<file path="src/rtl/hazard_ctrl.sv">
// Pipeline sequencing controller: load-use stalls, branch flushes,
// memory wait states, deferred branch flush, saturating stall counter.
module hazard_ctrl #(
  parameter int unsigned FLUSH_CYCLES = 2,
  parameter int unsigned CNT_W        = 32
) (
  input  logic             clk_i,
  input  logic             rst_i,
  input  logic [4:0]       id_rs1_i,
  input  logic [4:0]       id_rs2_i,
  input  logic             id_use_rs1_i,
  input  logic             id_use_rs2_i,
  input  logic             ex_mem_read_i,
  input  logic [4:0]       ex_rd_i,
  input  logic             ex_branch_taken_i,
  input  logic             mem_req_i,
  input  logic             mem_ready_i,
  output logic             stall_if_o,
  output logic             stall_id_o,
  output logic             stall_all_o,
  output logic             flush_id_o,
  output logic             flush_ex_o,
  output logic [1:0]       busy_state_o,
  output logic [CNT_W-1:0] stall_count_o
);

  localparam int unsigned CW = $clog2(FLUSH_CYCLES) + 1;

  typedef enum logic [1:0] {
    RUN      = 2'd0,
    MEM_WAIT = 2'd1,
    FLUSH    = 2'd2
  } state_e;

  state_e           state_q, state_d;
  logic [CW-1:0]    cnt_q, cnt_d;
  logic             pend_q, pend_d;
  logic [CNT_W-1:0] count_q;

  logic load_use, mem_hold, br;
  logic s_if, s_id, s_all, f_id, f_ex;

  assign load_use = ex_mem_read_i && (ex_rd_i != 5'd0) &&
                    ((id_use_rs1_i && (id_rs1_i == ex_rd_i)) ||
                     (id_use_rs2_i && (id_rs2_i == ex_rd_i)));
  assign mem_hold = mem_req_i && !mem_ready_i;
  assign br       = ex_branch_taken_i || pend_q;

  always_comb begin
    state_d = state_q;
    cnt_d   = cnt_q;
    pend_d  = pend_q;
    s_if    = 1'b0;
    s_id    = 1'b0;
    s_all   = 1'b0;
    f_id    = 1'b0;
    f_ex    = 1'b0;
    unique case (1'b1)
      (state_q == FLUSH): begin
        if (mem_hold) begin
          s_all = 1'b1;
          s_if  = 1'b1;
          s_id  = 1'b1;
        end else begin
          f_id  = 1'b1;
          cnt_d = cnt_q - CW'(1);
          if (cnt_q <= CW'(1)) state_d = RUN;
        end
      end
      (state_q == MEM_WAIT) && mem_hold: begin
        s_all = 1'b1;
        s_if  = 1'b1;
        s_id  = 1'b1;
      end
      // RUN, MEM_WAIT release cycle, and the illegal encoding
      default: begin
        state_d = RUN;
        if (mem_hold) begin
          s_all   = 1'b1;
          s_if    = 1'b1;
          s_id    = 1'b1;
          pend_d  = br;
          state_d = MEM_WAIT;
        end else if (br) begin
          f_id   = 1'b1;
          f_ex   = 1'b1;
          pend_d = 1'b0;
          if (FLUSH_CYCLES > 1) begin
            state_d = FLUSH;
            cnt_d   = CW'(FLUSH_CYCLES - 1);
          end
        end else if (load_use) begin
          s_if = 1'b1;
          s_id = 1'b1;
          f_ex = 1'b1;
        end
      end
    endcase
  end

  assign stall_if_o   = s_if  && !rst_i;
  assign stall_id_o   = s_id  && !rst_i;
  assign stall_all_o  = s_all && !rst_i;
  assign flush_id_o   = f_id  && !rst_i;
  assign flush_ex_o   = f_ex  && !rst_i;
  assign busy_state_o = state_q;
  assign stall_count_o = count_q;

  always_ff @(posedge clk_i) begin
    if (rst_i) begin
      state_q <= RUN;
      cnt_q   <= '0;
      pend_q  <= 1'b0;
      count_q <= '0;
    end else begin
      state_q <= state_d;
      cnt_q   <= cnt_d;
      pend_q  <= pend_d;
      if (stall_if_o && (count_q != {CNT_W{1'b1}}))
        count_q <= count_q + CNT_W'(1);
    end
  end

endmodule

</file>
<file path="config.mk">
export PLATFORM = sky130hd
export DESIGN_NAME = hazard_ctrl
export DESIGN_NICKNAME = d
export VERILOG_FILES = /design/src/rtl/hazard_ctrl.sv
export SDC_FILE = /design/constraint.sdc
export NUM_CORES = 1
export LEC_CHECK = 0
export ABC_AREA = 1
export BUFFER_PORTS_ARGS = -buffer_cell sky130_fd_sc_hd__buf_2
export CAP_MARGIN = 20
export CORE_UTILIZATION = 59
export DETAILED_ROUTE_END_ITERATION = 10
export GPL_TIMING_DRIVEN = 0
export PLACE_DENSITY_LB_ADDON = 0.08
export SKIP_LAST_GASP = 1
export SLEW_MARGIN = 20
export SYNTH_ARGS = -nofsm -noshare
export SYNTH_HDL_FRONTEND = slang
export SYNTH_SLANG_ARGS = --single-unit
export TNS_END_PERCENT = 30
</file>
<file path="constraint.sdc">
create_clock -name clk_i -period 3.21 [get_ports clk_i]
set_input_delay 0.4815 -clock clk_i [delete_from_list [all_inputs] [get_ports clk_i]]
set_output_delay 0.4815 -clock clk_i [all_outputs]
set_load 0.02 [all_outputs]
</file>
==> impl_metrics.py <==
metrics = {
    "timing": {
        "min_period_over_period": 0.827,
        "worst_hold_slack_ps": 462,
        "relSlewSlack": 0.675,
        "timing.fmax_mhz": 377,
        "tightest_slew_ps": 487,
        "finalMaxSlewViolations": 0,
        "rsz0062_at_grt": "false",
        "setup_tns_ps": 0,
        "fin_crit_ps": 2650,
        "hold_violations": 0,
        "setup_violations": 0,
        "clock-skew-final_ps": 3.65,
    },
    "clock_tree": {
        "numCtsBuffers": 5,
        "clkSinkCount": 37,
        "clockBufferDepth": 2,
        "holdBufCountCts": 0,
        "postCtsSetupBuffers": 0,
        "post_cts_resized": 0,
        "htreeDepth": 2,
        "cts_root_buf": "clkbuf_8",
        "cts_tree": "yes",
        "clk_latency_ps": 290,
        "path_clk_slew_ps": 80,
    },
    "min_path": {
        "hold_class": "reg -> reg",
    },
    "synthesis": {
        "ys_top_cells_by_count": "167 x nand2_1, 64 x nor2_1, 37 x dfxtp_1",
        "yosysMostFrequentCell": "nand2_1",
        "syn_area_per_cell_um2": 5.96,
        "synth_flop_cell": "dfxtp_1",
        "synth.distinct_cells": 27,
        "netlist_area_um2": 2660,
        "synth_seq_cells": 37,
        "synth_top_area_share": 0.278,
        "synthArstFlopShare": 0,
        "syn-num-nets": 471,
        "synth_area_leaders": "dfxtp_1 28%, nand2_1 24%, nor2_1 9.0%, nand4_1 7.3%, a21oi_1 6.6%",
        "syn_inst": 446,
        "seq_area_frac_synth": 0.278,
        "synth_area_leader_cell": "dfxtp_1",
        "synth_edf_count": 0,
        "ys_warn_count": 0,
    },
    "power_and_ir_drop": {
        "p_sw_uw": 267,
        "pwr-share-clk": 0.455,
        "combPwrFrac": 0.111,
        "p_leak_nw": 1.43,
        "p_sw_frac": 0.247,
        "p_per_area_nw_per_um2": 341,
        "internal-power_uw": 813,
        "p_seq_frac": 0.433,
        "peakVddDrop_uv": 203,
        "power_mw": 1.08,
    },
    "critical_path": {
        "max_stage_delay_ps": 310,
        "critPathSlowestCell": "a21boi_0",
        "cp_top_family": "buffers and inverters",
        "crit_path_frequent_cell": "buf_2",
        "cp-start-kind": "input pin",
        "cp.required_ps": 2730,
        "crit_arrival_ps": 2170,
        "worst-path-max-fanout": 10,
        "cp_num_buf_inv": 4,
        "worstPathCellList": "buf_2 -> nor2_1 -> a21oi_1 -> nor2_2 -> buf_2 -> a21boi_0 -> buf_4 -> buf_2",
        "crit_path_end_kind": "primary output",
        "critical_path_class": "in -> out",
    },
    "detailed_routing": {
        "postRouteAntennaNets": 0,
        "drt_iter0_drc": 184,
        "firstDrtPassIters": 5,
        "via_count": 3115,
        "drt-total-wl_um": 7480,
        "drc": 0,
        "wire_per_inst_um": 13.2,
        "via_per_inst": 5.49,
    },
    "global_route": {
        "gr-usage-met3": 0.0482,
        "met2_usage": 0.519,
        "track_usage": 0.321,
        "grt_max_degree": 13,
        "grt_antenna_before_repair": 0,
        "grt_pass1_wl_um": 12600,
        "top_usage_layer": "met2",
        "grtUsageMet1": 0.444,
        "grt_pass1_vias": 2760,
        "overflow": 0,
    },
    "run": {
        "maxCapViolations": 0,
    },
    "floorplan": {
        "dieHeight_um": 69.1,
        "die_area_um2": 4780,
        "chipWidth_um": 69.1,
        "start_util": 0.611,
        "placementRows": 24,
        "core_um2": 4350,
        "pin_count": 62,
    },
    "placement": {
        "port_buffers": 61,
        "gp_congestion": 0.987,
        "dp_hpwl_um": 5800,
        "dp.cells": 559,
    },
    "layout": {
        "synthToLayoutAreaGrowth_pct": 19.0,
        "stdcell_count": 567,
        "diodes": 0,
        "drive_above_1_share": 0.184,
        "final_nets": 539,
    },
    "outcome": {
        "outcome": "complete, no violations",
    },
}
[cell families (layout without fill, tap and decap cells)]
group                      after synthesis  after routing  share of synthesized area
DFF                                     37             37                      0.278
and+or+nand+nor                        298            298                      0.496
xor gates and xnor gates                15             15                     0.0494
adders and majority gates                2              2                    0.00941
AOI/OAI and AO/OA                       42             42                     0.0804
buffers and inverters                   52            121                     0.0861
[stage by stage]
step	setup slack, ps	utilization	area (um^2)
after floorplan	625	-	2660
after global placement	588	0.696	3030
after detailed placement	639	0.696	3030
after CTS	599	0.727	3160
after global routing	442	0.727	3160
final	555	0.727	3160
[sequential cells by signal (all words and copies together), names as in the netlist]
register       flops
pend_q             1
cnt_q              2
stall_count_o     32
busy_state_o       2
[layout by cell type (no fill, tap or decap), drive strengths merged, types with 9 or more instances in the layout]
cell / instances
dfxtp: 37
nor2: 71
nand2: 171
inv: 35
clkbuf: 9
buf: 74
nand3b: 13
a21oi: 35
nand3: 10
nand4: 31
xor2: 10
[layout make-up]
class	instances	area [um^2]
inverter	35	131
sequential	37	741
tap	52	65.1
clock buffer	5	68.8
clock inverter	3	65.1
multi-input combinational	357	1690
timing repair buffer	61	305
fill	424	1190
buffer	17	97.6
[worst register-to-register path, stage by stage (launching register included)]
cell	delay [ps]
dfxtp_1	470
ha_1	370
nand3_2	170
inv_2	130
nand2_4	80
nor2_4	130
nand2_2	110
buf_1	270
nand4_1	190
a21oi_1	80
[power by group through the flow]
stage                     sequential [mW]  clock [mW]  combinational [mW]
after global routing                0.469       0.514               0.135
after global placement              0.479           0               0.115
after CTS                           0.468       0.495               0.119
final                               0.468       0.492               0.120
after floorplan                     0.482           0              0.0744
after detailed placement            0.479           0               0.119
[metal layers]
| metal | routed length [um] | vias up | part of all wire |
|---|---|---|---|
| met1 | 3450 | 1433 | 0.46 |
| met4 | 94 | 0 | 0.013 |
| met2 | 3480 | 104 | 0.46 |
| met5 | 0 | - | 0 |
| met3 | 461 | 12 | 0.062 |
| li1 | - | 1566 | - |
[path summary, 6_finish.rpt]
check,start,to,slack [ps],depth (start not counted)
setup / recovery,mem_ready_i,stall_if_o,560,8
hold / removal,pend_q,pend_q,460,2
setup reg to reg,stall_count_o[0],stall_count_o[28],1080,9
hold reg to reg,pend_q,pend_q,460,2
Note: power is estimated with default switching activity, not from simulation.
